`src/rtl/mips_isa_pkg.sv`:
```
// Shared MIPS subset definitions: opcodes, funct codes, record kinds, error codes and the
// loader FSM state type. Also used by the control decoder, so keep the encodings aligned with it.
package mips_isa_pkg;

    // Primary opcodes
    localparam logic [5:0] OP_RTYPE = 6'd0;
    localparam logic [5:0] OP_LW    = 6'd35;
    localparam logic [5:0] OP_SW    = 6'd43;
    localparam logic [5:0] OP_BEQ   = 6'd4;

    // R-type funct codes
    localparam logic [5:0] FN_ADDU = 6'd33;
    localparam logic [5:0] FN_SUB  = 6'd34;
    localparam logic [5:0] FN_AND  = 6'd36;
    localparam logic [5:0] FN_OR   = 6'd37;
    localparam logic [5:0] FN_SLT  = 6'd42;

    // Symbolic record kinds; 9-15 are illegal
    localparam logic [3:0] KIND_ADDU = 4'd0;
    localparam logic [3:0] KIND_SUB  = 4'd1;
    localparam logic [3:0] KIND_AND  = 4'd2;
    localparam logic [3:0] KIND_OR   = 4'd3;
    localparam logic [3:0] KIND_SLT  = 4'd4;
    localparam logic [3:0] KIND_LW   = 4'd5;
    localparam logic [3:0] KIND_SW   = 4'd6;
    localparam logic [3:0] KIND_BEQ  = 4'd7;
    localparam logic [3:0] KIND_NOP  = 4'd8;

    // Sticky error codes
    localparam logic [1:0] ERR_NONE     = 2'b00;
    localparam logic [1:0] ERR_ILLEGAL  = 2'b01;
    localparam logic [1:0] ERR_OVERFLOW = 2'b10;

    typedef enum logic [1:0] {
        StIdle,
        StRun,
        StDone,
        StErr
    } enc_state_e;

endpackage

```
`src/rtl/mips_instr_encoder_if.sv`:
```
// Record input stream, imem write port and status of the instruction encoder.
// master = loader/test side, slave = encoder.
interface mips_instr_encoder_if #(
    parameter int unsigned ADDR_W = 8
);
    logic              start;
    logic              in_valid;
    logic              in_ready;
    logic [3:0]        in_kind;
    logic [4:0]        in_rs;
    logic [4:0]        in_rt;
    logic [4:0]        in_rd;
    logic [15:0]       in_imm;
    logic              in_last;
    logic              imem_we;
    logic [ADDR_W-1:0] imem_addr;
    logic [31:0]       imem_wdata;
    logic              busy;
    logic              done;
    logic [1:0]        err;
    logic [ADDR_W:0]   count;

    modport master (
        output start, in_valid, in_kind, in_rs, in_rt, in_rd, in_imm, in_last,
        input  in_ready, imem_we, imem_addr, imem_wdata, busy, done, err, count
    );

    modport slave (
        input  start, in_valid, in_kind, in_rs, in_rt, in_rd, in_imm, in_last,
        output in_ready, imem_we, imem_addr, imem_wdata, busy, done, err, count
    );

endinterface

```
`src/rtl/mips_field_pack.sv`:
```
// Combinational packer: symbolic record (kind + register/immediate fields) -> 32-bit MIPS word.
// legal is low for kinds outside the supported subset; word is then zero and must not be written.
module mips_field_pack
    import mips_isa_pkg::*;
(
    input  logic [3:0]  kind,
    input  logic [4:0]  rs,
    input  logic [4:0]  rt,
    input  logic [4:0]  rd,
    input  logic [15:0] imm,
    output logic [31:0] word,
    output logic        legal
);

    // Select opcode/funct by kind and assemble the fields; unused fields are dropped
    always_comb begin
        word  = 32'h0;
        legal = 1'b1;
        case (kind)
            KIND_ADDU: word = {OP_RTYPE, rs, rt, rd, 5'd0, FN_ADDU};
            KIND_SUB:  word = {OP_RTYPE, rs, rt, rd, 5'd0, FN_SUB};
            KIND_AND:  word = {OP_RTYPE, rs, rt, rd, 5'd0, FN_AND};
            KIND_OR:   word = {OP_RTYPE, rs, rt, rd, 5'd0, FN_OR};
            KIND_SLT:  word = {OP_RTYPE, rs, rt, rd, 5'd0, FN_SLT};
            KIND_LW:   word = {OP_LW, rs, rt, imm};
            KIND_SW:   word = {OP_SW, rs, rt, imm};
            KIND_BEQ:  word = {OP_BEQ, rs, rt, imm};
            KIND_NOP:  word = 32'h0;
            default:   legal = 1'b0;
        endcase
    end

endmodule

```
`src/rtl/mips_instr_encoder.sv`:
```
// Boot/test loader writer: accepts symbolic instruction records, encodes them and writes them
// to consecutive imem word addresses starting at BASE_ADDR. One write per accepted record,
// registered one cycle after the accept.
module mips_instr_encoder
    import mips_isa_pkg::*;
#(
    parameter int unsigned ADDR_W    = 8,
    parameter int unsigned BASE_ADDR = 0,
    parameter int unsigned DEPTH     = 256
) (
    input logic                clk,
    input logic                reset,
    mips_instr_encoder_if.slave bus
);

    localparam logic [ADDR_W:0]   DEPTH_C = (ADDR_W + 1)'(DEPTH);
    localparam logic [ADDR_W-1:0] BASE_C  = ADDR_W'(BASE_ADDR);
    localparam logic [ADDR_W:0]   ONE_C   = (ADDR_W + 1)'(1);

    enc_state_e        state_q, state_d;
    logic              we_q, we_d;
    logic [ADDR_W-1:0] addr_q, addr_d;
    logic [31:0]       wdata_q, wdata_d;
    logic [1:0]        err_q, err_d;
    logic [ADDR_W:0]   count_q, count_d;

    logic [31:0] packed_word;
    logic        legal;
    logic        accept;

    mips_field_pack u_pack (
        .kind  (bus.in_kind),
        .rs    (bus.in_rs),
        .rt    (bus.in_rt),
        .rd    (bus.in_rd),
        .imm   (bus.in_imm),
        .word  (packed_word),
        .legal (legal)
    );

    assign accept = bus.in_valid && (state_q == StRun);

    // Next-state: start handling, record accept, error detection and write scheduling
    always_comb begin
        state_d = state_q;
        we_d    = 1'b0;
        addr_d  = addr_q;
        wdata_d = wdata_q;
        err_d   = err_q;
        count_d = count_q;
        unique case (state_q)
            StIdle, StErr: begin
                if (bus.start) begin
                    state_d = StRun;
                    err_d   = ERR_NONE;
                    count_d = '0;
                    addr_d  = BASE_C;
                end
            end
            StDone: begin
                if (bus.start) begin
                    state_d = StRun;
                    err_d   = ERR_NONE;
                    count_d = '0;
                    addr_d  = BASE_C;
                end else begin
                    state_d = StIdle;
                end
            end
            StRun: begin
                if (accept) begin
                    // Illegal kind takes priority over overflow
                    if (!legal) begin
                        err_d   = ERR_ILLEGAL;
                        state_d = StErr;
                    end else if (count_q == DEPTH_C) begin
                        err_d   = ERR_OVERFLOW;
                        state_d = StErr;
                    end else begin
                        we_d    = 1'b1;
                        // BASE_ADDR + DEPTH fits the address space, so truncation is safe
                        addr_d  = BASE_C + count_q[ADDR_W-1:0];
                        wdata_d = packed_word;
                        count_d = count_q + ONE_C;
                        if (bus.in_last) begin
                            state_d = StDone;
                        end
                    end
                end
            end
            default: state_d = StIdle;
        endcase
    end

    // State and output registers; synchronous reset also drops any pending write
    always_ff @(posedge clk) begin
        if (reset) begin
            state_q <= StIdle;
            we_q    <= 1'b0;
            addr_q  <= BASE_C;
            wdata_q <= 32'h0;
            err_q   <= ERR_NONE;
            count_q <= '0;
        end else begin
            state_q <= state_d;
            we_q    <= we_d;
            addr_q  <= addr_d;
            wdata_q <= wdata_d;
            err_q   <= err_d;
            count_q <= count_d;
        end
    end

    assign bus.in_ready   = (state_q == StRun);
    assign bus.busy       = (state_q == StRun);
    assign bus.done       = (state_q == StDone);
    assign bus.imem_we    = we_q;
    assign bus.imem_addr  = addr_q;
    assign bus.imem_wdata = wdata_q;
    assign bus.err        = err_q;
    assign bus.count      = count_q;

endmodule
```
`src/flat_wrapper.sv`:
```
// flat-port wrapper written by rule: the top's interface ports become plain ports
module mips_instr_encoder_flat import mips_isa_pkg::*;
#(
    parameter int unsigned ADDR_W    = 8,
    parameter int unsigned BASE_ADDR = 0,
    parameter int unsigned DEPTH     = 256
)
  (clk, reset, bus_start, bus_in_valid, bus_in_kind, bus_in_rs, bus_in_rt, bus_in_rd, bus_in_imm, bus_in_last, bus_in_ready, bus_imem_we, bus_imem_addr, bus_imem_wdata, bus_busy, bus_done, bus_err, bus_count);
  mips_instr_encoder_if #(.ADDR_W(ADDR_W)) bus_i ();
  input logic clk;
  input logic reset;
  input wire logic [$bits(bus_i.start)-1:0] bus_start;
  input wire logic [$bits(bus_i.in_valid)-1:0] bus_in_valid;
  input wire logic [$bits(bus_i.in_kind)-1:0] bus_in_kind;
  input wire logic [$bits(bus_i.in_rs)-1:0] bus_in_rs;
  input wire logic [$bits(bus_i.in_rt)-1:0] bus_in_rt;
  input wire logic [$bits(bus_i.in_rd)-1:0] bus_in_rd;
  input wire logic [$bits(bus_i.in_imm)-1:0] bus_in_imm;
  input wire logic [$bits(bus_i.in_last)-1:0] bus_in_last;
  output wire logic [$bits(bus_i.in_ready)-1:0] bus_in_ready;
  output wire logic [$bits(bus_i.imem_we)-1:0] bus_imem_we;
  output wire logic [$bits(bus_i.imem_addr)-1:0] bus_imem_addr;
  output wire logic [$bits(bus_i.imem_wdata)-1:0] bus_imem_wdata;
  output wire logic [$bits(bus_i.busy)-1:0] bus_busy;
  output wire logic [$bits(bus_i.done)-1:0] bus_done;
  output wire logic [$bits(bus_i.err)-1:0] bus_err;
  output wire logic [$bits(bus_i.count)-1:0] bus_count;
  assign bus_i.start = bus_start;
  assign bus_i.in_valid = bus_in_valid;
  assign bus_i.in_kind = bus_in_kind;
  assign bus_i.in_rs = bus_in_rs;
  assign bus_i.in_rt = bus_in_rt;
  assign bus_i.in_rd = bus_in_rd;
  assign bus_i.in_imm = bus_in_imm;
  assign bus_i.in_last = bus_in_last;
  assign bus_in_ready = bus_i.in_ready;
  assign bus_imem_we = bus_i.imem_we;
  assign bus_imem_addr = bus_i.imem_addr;
  assign bus_imem_wdata = bus_i.imem_wdata;
  assign bus_busy = bus_i.busy;
  assign bus_done = bus_i.done;
  assign bus_err = bus_i.err;
  assign bus_count = bus_i.count;
  mips_instr_encoder #(.ADDR_W(ADDR_W), .BASE_ADDR(BASE_ADDR), .DEPTH(DEPTH)) u_core (.clk(clk), .reset(reset), .bus(bus_i));
endmodule
```
`config.mk`:
```
export PLATFORM = sky130hd
export DESIGN_NAME = mips_instr_encoder_flat
export DESIGN_NICKNAME = d
export VERILOG_FILES = /design/src/rtl/mips_isa_pkg.sv /design/src/rtl/mips_instr_encoder_if.sv /design/src/rtl/mips_field_pack.sv /design/src/rtl/mips_instr_encoder.sv /design/src/flat_wrapper.sv
export SDC_FILE = /design/constraint.sdc
export NUM_CORES = 1
export LEC_CHECK = 0
export CAP_MARGIN = 40
export CORE_MARGIN = 4
export CORE_UTILIZATION = 30
export CTS_BUF_LIST = sky130_fd_sc_hd__clkbuf_16
export CTS_CLUSTER_DIAMETER = 50
export DETAILED_ROUTE_END_ITERATION = 8
export PLACE_DENSITY = 0.68
export SLEW_MARGIN = 10
export SYNTH_ARGS = -nofsm -noshare
export SYNTH_HDL_FRONTEND = slang
export SYNTH_SLANG_ARGS = --single-unit
```
`constraint.sdc`:
```
create_clock -name clk -period 2.1 [get_ports clk]
set_input_delay 0.42 -clock clk [delete_from_list [all_inputs] [get_ports clk]]
set_output_delay 0.42 -clock clk [all_outputs]
set_load 0.02 [all_outputs]
```
# ---- Yosys cells after proc, flatten, opt, wreduce, memory -nomap -nowiden
# Index checks and enable logic that the tools add are counted.
dict set report word_totals {
  ff_bits 54
  input_bits 40
  out_inout_bits 55
  wordCells 66
}
dict set report classes {
  add_sub_neg 1
  n_eq_ne 19
  n_mux 25
  bitwise_logic 4
  reduce_logical 11
}
# cell count
set op_table {}
lappend op_table {{one-hot mux 32 bit (8 select lines)} 1}
lappend op_table {{2-to-1 mux 9 bit} 4}
lappend op_table {{2-to-1 mux 8 bit} 4}
lappend op_table {{2-to-1 mux 2 bit} 9}
lappend op_table {{one-hot mux 9 bit (2 select lines)} 1}
lappend op_table {{equality test 4 x 3 -> 1 bit, second input constant} 4}
lappend op_table {{one-hot mux 8 bit (2 select lines)} 1}
lappend op_table {{adder 9 x 1 -> 9 bit, second input constant} 1}
lappend op_table {{equality test 9 bit, second input constant} 1}
lappend op_table {{OR reduction 9 bit} 1}
lappend op_table {{equality test 4 x 2 -> 1 bit, second input constant} 2}
lappend op_table {{AND reduction 4 bit} 2}
lappend op_table {{!= test 2 x 1 -> 1 bit, second input constant} 3}
lappend op_table {{one-hot mux 2 bit (3 select lines)} 1}
lappend op_table {{AND reduction 3 bit} 2}
lappend op_table {{equality test 2 bit, second input constant} 2}
lappend op_table {{equality test 4 x 1 -> 1 bit, second input constant} 1}
lappend op_table {{equality test 4 bit, second input constant} 1}
lappend op_table {{logical NOT 4 bit} 1}
lappend op_table {{!= test 2 bit, second input constant} 2}
lappend op_table {{!= test 4 bit, second input constant} 1}
lappend op_table {{NOT 1 bit} 4}
lappend op_table {{one-hot mux 2 bit (2 select lines)} 1}
lappend op_table {{OR reduction 4 bit} 1}
lappend op_table {{7 further kinds} 9}

# ---- Depth between registers and ports, before layout
# Gate-level depths: netlist of the first run.
dict set report logic_depth {
  ltp_word 6
  depth_mapped 8
}

# ---- Cells and area by module
# A second synthesis of the first run with hierarchy kept.
dict set report hier_totals {
  hier_cells 305
  area_unflattened_um2 2835.2
}
# mod instances cells_per_inst area_per_inst_um2 seq_area_each_um2
set modules_own_cells {}
lappend modules_own_cells {mips_instr_encoder 1 241 2384.8 1081.0}
lappend modules_own_cells {mips_field_pack 1 64 450.4 0.0}

# ---- Worst setup path before layout of the first run
# No wires, ideal clock.
dict set report synth_path {
  kind {reg2reg}
  start {register u_core.count_q[0] (netlist: u_core.bus.count[0])}
  end {register u_core.count_q[5] (netlist: u_core.bus.count[5])}
  setup_time_ps 70
  t_arrival_ps 2100
  slack_ps -70
  path_stages_with_launch 7
  period_less_slack_ps 2170
  path_cell_list {dfxtp_1 > inv_1 > ha_1 > nor4b_2 > a2111o_4 > or4_1 > a21oi_1}
}
dict set report synth_between {
  elab_chain_cells 5
}
# element line
set synth_lines {}
lappend synth_lines {{start: declaration} mips_instr_encoder.sv:25} ;# logic [ADDR_W:0] count_q, count_d;
lappend synth_lines {{start signal: assignment} mips_instr_encoder.sv:110} ;# count_q <= count_d;
lappend synth_lines {{adder 9 x 1 -> 9 bit} mips_instr_encoder.sv:84} ;# count_d = count_q + ONE_C;
lappend synth_lines {{2-to-1 mux 9 bit} mips_instr_encoder.sv:76} ;# end else if (count_q == DEPTH_C) begin
lappend synth_lines {{2-to-1 mux 9 bit} mips_instr_encoder.sv:73} ;# if (!legal) begin
lappend synth_lines {{2-to-1 mux 9 bit} mips_instr_encoder.sv:71} ;# if (accept) begin
lappend synth_lines {{one-hot mux 9 bit (2 select lines)} mips_instr_encoder.sv:51} ;# unique case (state_q)
# Several ways; a longest one is shown, not always the timed one. The select of a mux whose other input is x is not followed.
# A chain may end at the register's enable or synchronous reset.

# ---- Worst setup path after layout of the first run
dict set report layout_path {
  start {input bus_in_kind[1]}
  end {register u_core.count_q[4] (netlist: u_core.bus.count[4])}
}
dict set report layout_between {
  elab_chain_cells 5
}
# element line
set layout_lines {}
lappend layout_lines {{start: declaration} flat_wrapper.sv:14} ;# input wire logic [$bits(bus_i.in_kind)-1:0] bus_in_kind;
lappend layout_lines {{equality test 4 bit, or another cell as far along} mips_field_pack.sv:19} ;# case (kind)
lappend layout_lines {{OR reduction 9 bit (no line) *} n/a}
lappend layout_lines {{2-to-1 mux 1 bit *} mips_field_pack.sv:19}
lappend layout_lines {{!= test 2 x 1 -> 1 bit (no line) *} n/a}
lappend layout_lines {{AND reduction 4 bit (no line) *} n/a}
# Mark *: on every way between the ends. The rest lies on a longest branch, timed or not.

==> results of run 1 <==
final cells by class:
| type | instances | area (um2) | area share |
|---|---|---|---|
| Inverter | 10 | 51.3 | 0.0136 |
| Sequential cell | 51 | 1020 | 0.271 |
| Tap cell | 102 | 128 | 0.0338 |
| Clock buffer | 5 | 125 | 0.0331 |
| Timing Repair Buffer | 130 | 1240 | 0.329 |
| Multi-Input combinational cell | 184 | 1190 | 0.316 |
| Clock inverter | 3 | 15.0 | 0.00397 |
tightest hold or removal path, stage by stage, from the launching register on:
cell     delay (ns)
dfxtp_1        0.31
nand2_1        0.05
a21oi_1        0.05
kinds of logic after synthesis:
| family | Yosys count | share of synthesized area |
|---|---|---|
| adder cells (fa/ha/maj) | 4 | 0.0210 |
| buffers and inverters | 33 | 0.0754 |
| multiplexers | 5 | 0.0210 |
| AO/OA/AOI/OAI | 72 | 0.207 |
| XOR/XNOR | 4 | 0.0147 |
| other | 1 | 0.00157 |
| AND/OR/NAND/NOR | 98 | 0.232 |
| flip-flops | 51 | 0.427 |
metrics by stage:
| stage | setup WS (ns) | utilization | instance area, um2 |
|---|---|---|---|
| finish | 0.106 | 0.489 | 3780 |
| global route | 0.00273 | 0.489 | 3780 |
| detailed placement | -0.324 | 0.464 | 3580 |
| global placement | -0.261 | 0.464 | 3580 |
| floorplan | 0.0499 | - | 2390 |
| CTS | 0.0682 | 0.489 | 3770 |
cell usage after synthesis (3+ instances only):
library cell / instances / area share
a21oi_1: 28 / 0.059
inv_1: 9 / 0.014
nand2_1: 23 / 0.036
buf_6: 3 / 0.014
o21ai_0: 3 / 0.0063
buf_2: 4 / 0.0084
buf_4: 4 / 0.013
o21ai_1: 11 / 0.023
ha_1: 4 / 0.021
clkbuf_1: 11 / 0.017
nor3b_1: 6 / 0.019
nand3b_1: 17 / 0.053
a31o_1: 6 / 0.022
nand2b_1: 7 / 0.018
o31ai_1: 11 / 0.035
nor2_1: 14 / 0.022
mux2i_1: 5 / 0.021
nand3_1: 14 / 0.029
xnor2_1: 4 / 0.015
dfxtp_1: 51 / 0.43
or3_1: 9 / 0.024
layer usage:
metal	vias up	wire length [um]	global-route usage
li1	1180	-	-
met1	1109	3120	0.179
met2	67	3380	0.247
met3	2	448	0.0459
met4	0	14	0.0213
met5	-	0	0
how the worst min path moves through the flow:
stage,to,cells after the start,start
2_1_floorplan,u_core.state_q[1],2,u_core.state_q[1]
3_3_place_gp,u_core.bus.imem_wdata[18],2,u_core.bus.imem_wdata[18]
3_5_place_dp,u_core.bus.imem_wdata[18],2,u_core.bus.imem_wdata[18]
4_1_cts,u_core.bus.imem_wdata[18],2,u_core.bus.imem_wdata[18]
5_1_grt,u_core.bus.imem_wdata[14],2,u_core.bus.imem_wdata[14]
6_report,u_core.bus.imem_wdata[11],2,u_core.bus.imem_wdata[11]
where the power goes:
group	total, uW	internal, uW	leakage, uW	switching, uW
Sequential	1040	1010	0.000413	30.3
Combinational	791	388	0.000903	403
Clock	775	434	0.0000649	341
registers in the layout, indices dropped and copies added, names as in the netlist:
register               count
u_core.bus.imem_wdata     29
u_core.bus.count           9
u_core.bus.imem_addr       8
u_core.bus.err             2
u_core.state_q             2
u_core.bus.imem_we         1
timing repair:
| action | 4_1_cts | 5_1_grt |
|---|---|---|
| gates cloned | 1 | 0 |
| gates resized for setup | 4 | 2 |
| setup buffers | 3 | 0 |
| hold buffers | 0 | 0 |
| setup endpoints to repair | 9 | 2 |
| pin swaps | 1 | 0 |
==> flow_metrics.tcl, run 1 <==
set metrics [dict create \
    status "finished, final reports clean" \
    drc 0 \
    r2r_start "u_core.bus.count[1]" \
    rsz0062_at_grt "false" \
    cts-root-buf "clkbuf_16" \
    vias 2358 \
    crit_cells 6 \
    slowest_stage "a2111o_4" \
    grt_pass1_vias 2328 \
    final_cells 485 \
    slew_violations 0 \
    final_cell_mix "clkdlybuf4s50_1, dfxtp_1, buf_4, a21oi_1, nand2_1" \
    yosys_register_bits 51 \
    setup_violations 0 \
    num_io_pins 95 \
    slowest_delay_ns 0.48 \
    cts_htree_levels 2 \
    finalCriticalPeriod_ns 1.99 \
    finalNetCount 426 \
    worstSetupStartpointType "input pin" \
    drt_pass1_iterations 4 \
    powerDensity_nw_per_um2 690 \
    wl_per_cell_um 14.4 \
    row_count 32 \
    synth_seq_area_share 0.427 \
    postRouteAntennaNets 0 \
    crit_family "compound AO/OA/AOI/OAI gates" \
    grt_pass1_wl_um 11400 \
    cp_max_fo 7 \
    cts.sinks 51 \
    synth_flop_cell "dfxtp_1" \
    dieWidth_um 97.2 \
    max-slew-margin-rel 0.575 \
    clock_skew_ns 0.00332 \
    antenna_found_initial 0 \
    r2r-end "u_core.bus.count[4]" \
    fmax_ghz 0.501 \
    synthDistinctLibCells 41 \
    worst_hold_slack_ns 0.451 \
    worst_slew_pin_slew_ns 0.635 \
    gp_congestion 0.831 \
    first_iter_violations 130 \
    yosys_warnings 0 \
    synthToLayoutAreaGrowth_pct 58.3 \
    syn-mean-instance-area_um2 8.91 \
    num-fill-cells 747 \
    crit_path_end_kind "register" \
    fp.dieH_um 97.2 \
    reg2reg_slack_ns 0.11 \
    grt_overflow 0 \
    grt_max_degree 26 \
    worstPathArrival_ns 2.21 \
    vdd_drop_max_uv 441 \
    netlist_area_um2 2390 \
    cts_buffers 5 \
    hold_violations 0 \
    final_common_cell "clkdlybuf4s50_1" \
    worstRegToRegCells 7 \
    crit_buf_inv 2 \
    crit_chain "dlygate4sd2_1, o31a_4, a2111o_4, buf_1, or3_1, a21oi_1" \
    synth_nets 312 \
    drv_cap 0 \
    leakage_uw 0.00138 \
    clk_pin_slew_ns 0.07 \
    port_buffers 93 \
    grt.total_usage 0.143 \
    dp_cells 473 \
    critPathRequiredTime_ns 2.32 \
    clock_latency_ns 0.28 \
    startpoint "bus_in_kind[1]" \
    drive_above_1_share 0.136 \
    cts_tree "yes" \
    netlist_instances 268 \
    hp-class "register to register" \
    start_util 0.309 \
    synth-edff-count 0 \
    fin_crit_sh 0.950 \
    ctsLongestPathBuffers 2 \
    diodes 0 \
    fin_tns_setup_ns 0 \
    via_per_inst 4.86 \
    total_power_uw 2610 \
    dp_hpwl_um 5250 \
    drt_wl_total_um 6970 \
    path_class "input pin to register" \
    die-area_um2 9450 \
    core_area_um2 7730 \
    crit_end "u_core.bus.count[4]" \
    async_reset_ff_frac 0 \
]
Power figures use the tool's default switching activity.
==> run 2: changes to the inputs <==
- RECOVER_POWER: not set -> 25
==> run 2 against run 1 <==
Effect of this change: clock power barely moved; clock skew about the same; design area about the same; maximum frequency about the same; first-iteration DRC count rose by 2.3%; combinational power decreased by 0.8%; hold slack worse by 0.0017 ns; cell count unchanged; sequential share of layout area about the same; clock-buffer cell count unchanged; largest cell class unchanged.
==> flow_metrics.tcl, run 2 (synthesis gave the netlist of run 1 again) <==
set metrics [dict create \
    dp_hpwl_um 5250 \
    diodes 0 \
    antenna_found_initial 0 \
    first_iter_violations 133 \
    grt_max_degree 26 \
    finalNetCount 426 \
    row_count 32 \
    fin_crit_sh 0.950 \
    drt_pass1_iterations 4 \
    port_buffers 93 \
    fin_tns_setup_ns 0 \
    drc 0 \
    grt_pass1_vias 2328 \
    r2r_start "u_core.bus.count[0]" \
    slowest_delay_ns 0.48 \
    grt.total_usage 0.143 \
    slowest_stage "a2111o_4" \
    critPathRequiredTime_ns 2.32 \
    hold_buffers 0 \
    clock_latency_ns 0.28 \
    reg2reg_slack_ns 0.11 \
    drt_wl_total_um 6950 \
    via_per_inst 4.85 \
    cp_max_fo 7 \
    dp_cells 473 \
    cts_htree_levels 2 \
    startpoint "bus_in_kind[1]" \
    holdCritStartpoint "u_core.bus.imem_wdata[18]" \
    leakage_uw 0.00147 \
    hp-class "register to register" \
    powerDensity_nw_per_um2 689 \
    worst_slew_pin_slew_ns 0.627 \
    core_area_um2 7730 \
    gp_congestion 0.831 \
    final_cells 485 \
    cts.sinks 51 \
    fmax_ghz 0.501 \
    setup_violations 0 \
    worstSetupStartpointType "input pin" \
    fp.dieH_um 97.2 \
    start_util 0.309 \
    worstRegToRegCells 7 \
    worstPathArrival_ns 2.21 \
    rsz0062_at_grt "false" \
    largest_register_ffs 29 \
    clock_skew_ns 0.00332 \
    hold_violations 0 \
    r2r-end "u_core.bus.count[4]" \
    finalCriticalPeriod_ns 2.00 \
    cts-root-buf "clkbuf_16" \
    path_class "input pin to register" \
    ctsLongestPathBuffers 2 \
    max-slew-margin-rel 0.581 \
    crit_chain "dlygate4sd2_1, o31a_4, a2111o_4, buf_1, or3_1, a21oi_1" \
    dieWidth_um 97.2 \
    crit_end "u_core.bus.count[4]" \
    die-area_um2 9450 \
    drive_above_1_share 0.133 \
    grt_overflow 0 \
    crit_path_end_kind "register" \
    status "finished, final reports clean" \
    drv_cap 0 \
    num_io_pins 95 \
    wl_per_cell_um 14.3 \
    cts_tree "yes" \
    final_cell_mix "clkdlybuf4s50_1, dfxtp_1, buf_4, a21oi_1, dlygate4sd3_1" \
    vdd_drop_max_uv 442 \
    slew_violations 0 \
    final_common_cell "clkdlybuf4s50_1" \
    cts_buffers 5 \
    synthToLayoutAreaGrowth_pct 58.1 \
    postRouteAntennaNets 0 \
    grt_pass1_wl_um 11400 \
    vias 2354 \
    clk_pin_slew_ns 0.07 \
]
[run 2: cell count changes in the layout (fill, tap and decap cells not counted), sizes merged]
cell / previous run / this run
buf: 36 / 35
clkbuf: 5 / 6
clkdlybuf4s50: 88 / 63
dlygate4sd3: 0 / 25
[run 2: cell type report]
class	instances	area, um2
fill	747	3950
timing repair buffer	130	1240
multi-input combinational	184	1190
sequential	51	1020
tap	102	128
clock buffer	5	125
inverter	10	51.3
clock inverter	3	15.0
[run 2: worst max-delay path, delay by kind of cell]
family | cells | cell delay (ns)
AOI/OAI and AO/OA | 3 | 0.99
buffers and inverters | 2 | 0.43
and+or+nand+nor | 1 | 0.36
[run 2: power breakdown]
| part | total [uW] | switching (uW) | internal [uW] |
|---|---|---|---|
| logic | 785 | 403 | 383 |
| registers | 1040 | 29.9 | 1010 |
| clock network | 774 | 340 | 434 |
[run 2: how the worst min path moves through the flow]
| stage | to | cells past startpoint |
|---|---|---|
| final | u_core.bus.imem_wdata[18] | 2 |
| after global routing | u_core.bus.imem_wdata[14] | 2 |
| after CTS | u_core.bus.imem_wdata[18] | 2 |
| after detailed placement | u_core.bus.imem_wdata[18] | 2 |
| after global placement | u_core.bus.imem_wdata[18] | 2 |
| after floorplan | u_core.state_q[1] | 2 |
[run 2: metal layers]
metal | GRT usage | up-vias | part of all wire | routed length (um)
met4 | 0.0213 | 0 | 0.0020 | 14
li1 | - | 1181 | - | -
met1 | 0.179 | 1108 | 0.45 | 3140
met3 | 0.0459 | 2 | 0.060 | 417
met5 | 0 | - | 0 | 0
met2 | 0.247 | 63 | 0.49 | 3380
[run 2: metrics by stage]
step	hold slack (ns)	power [uW]	utilization	worst slack, ns	cell area, um2
2_1_floorplan	0.478	1490	-	0.0499	2390
3_3_place_gp	0.438	1810	0.464	-0.261	3580
3_5_place_dp	0.443	1830	0.464	-0.324	3580
4_1_cts	0.452	2650	0.489	0.0682	3770
5_1_grt	0.470	2740	0.489	0.00273	3780
6_report	0.449	2600	0.489	0.104	3780
[run 2: timing repair]
item | in CTS | in global routing
pin swaps | 1 | 0
cloned | 1 | 0
gates resized for setup | 4 | 2
endpoints found under the setup margin | 9 | 2
setup buffers | 3 | 0
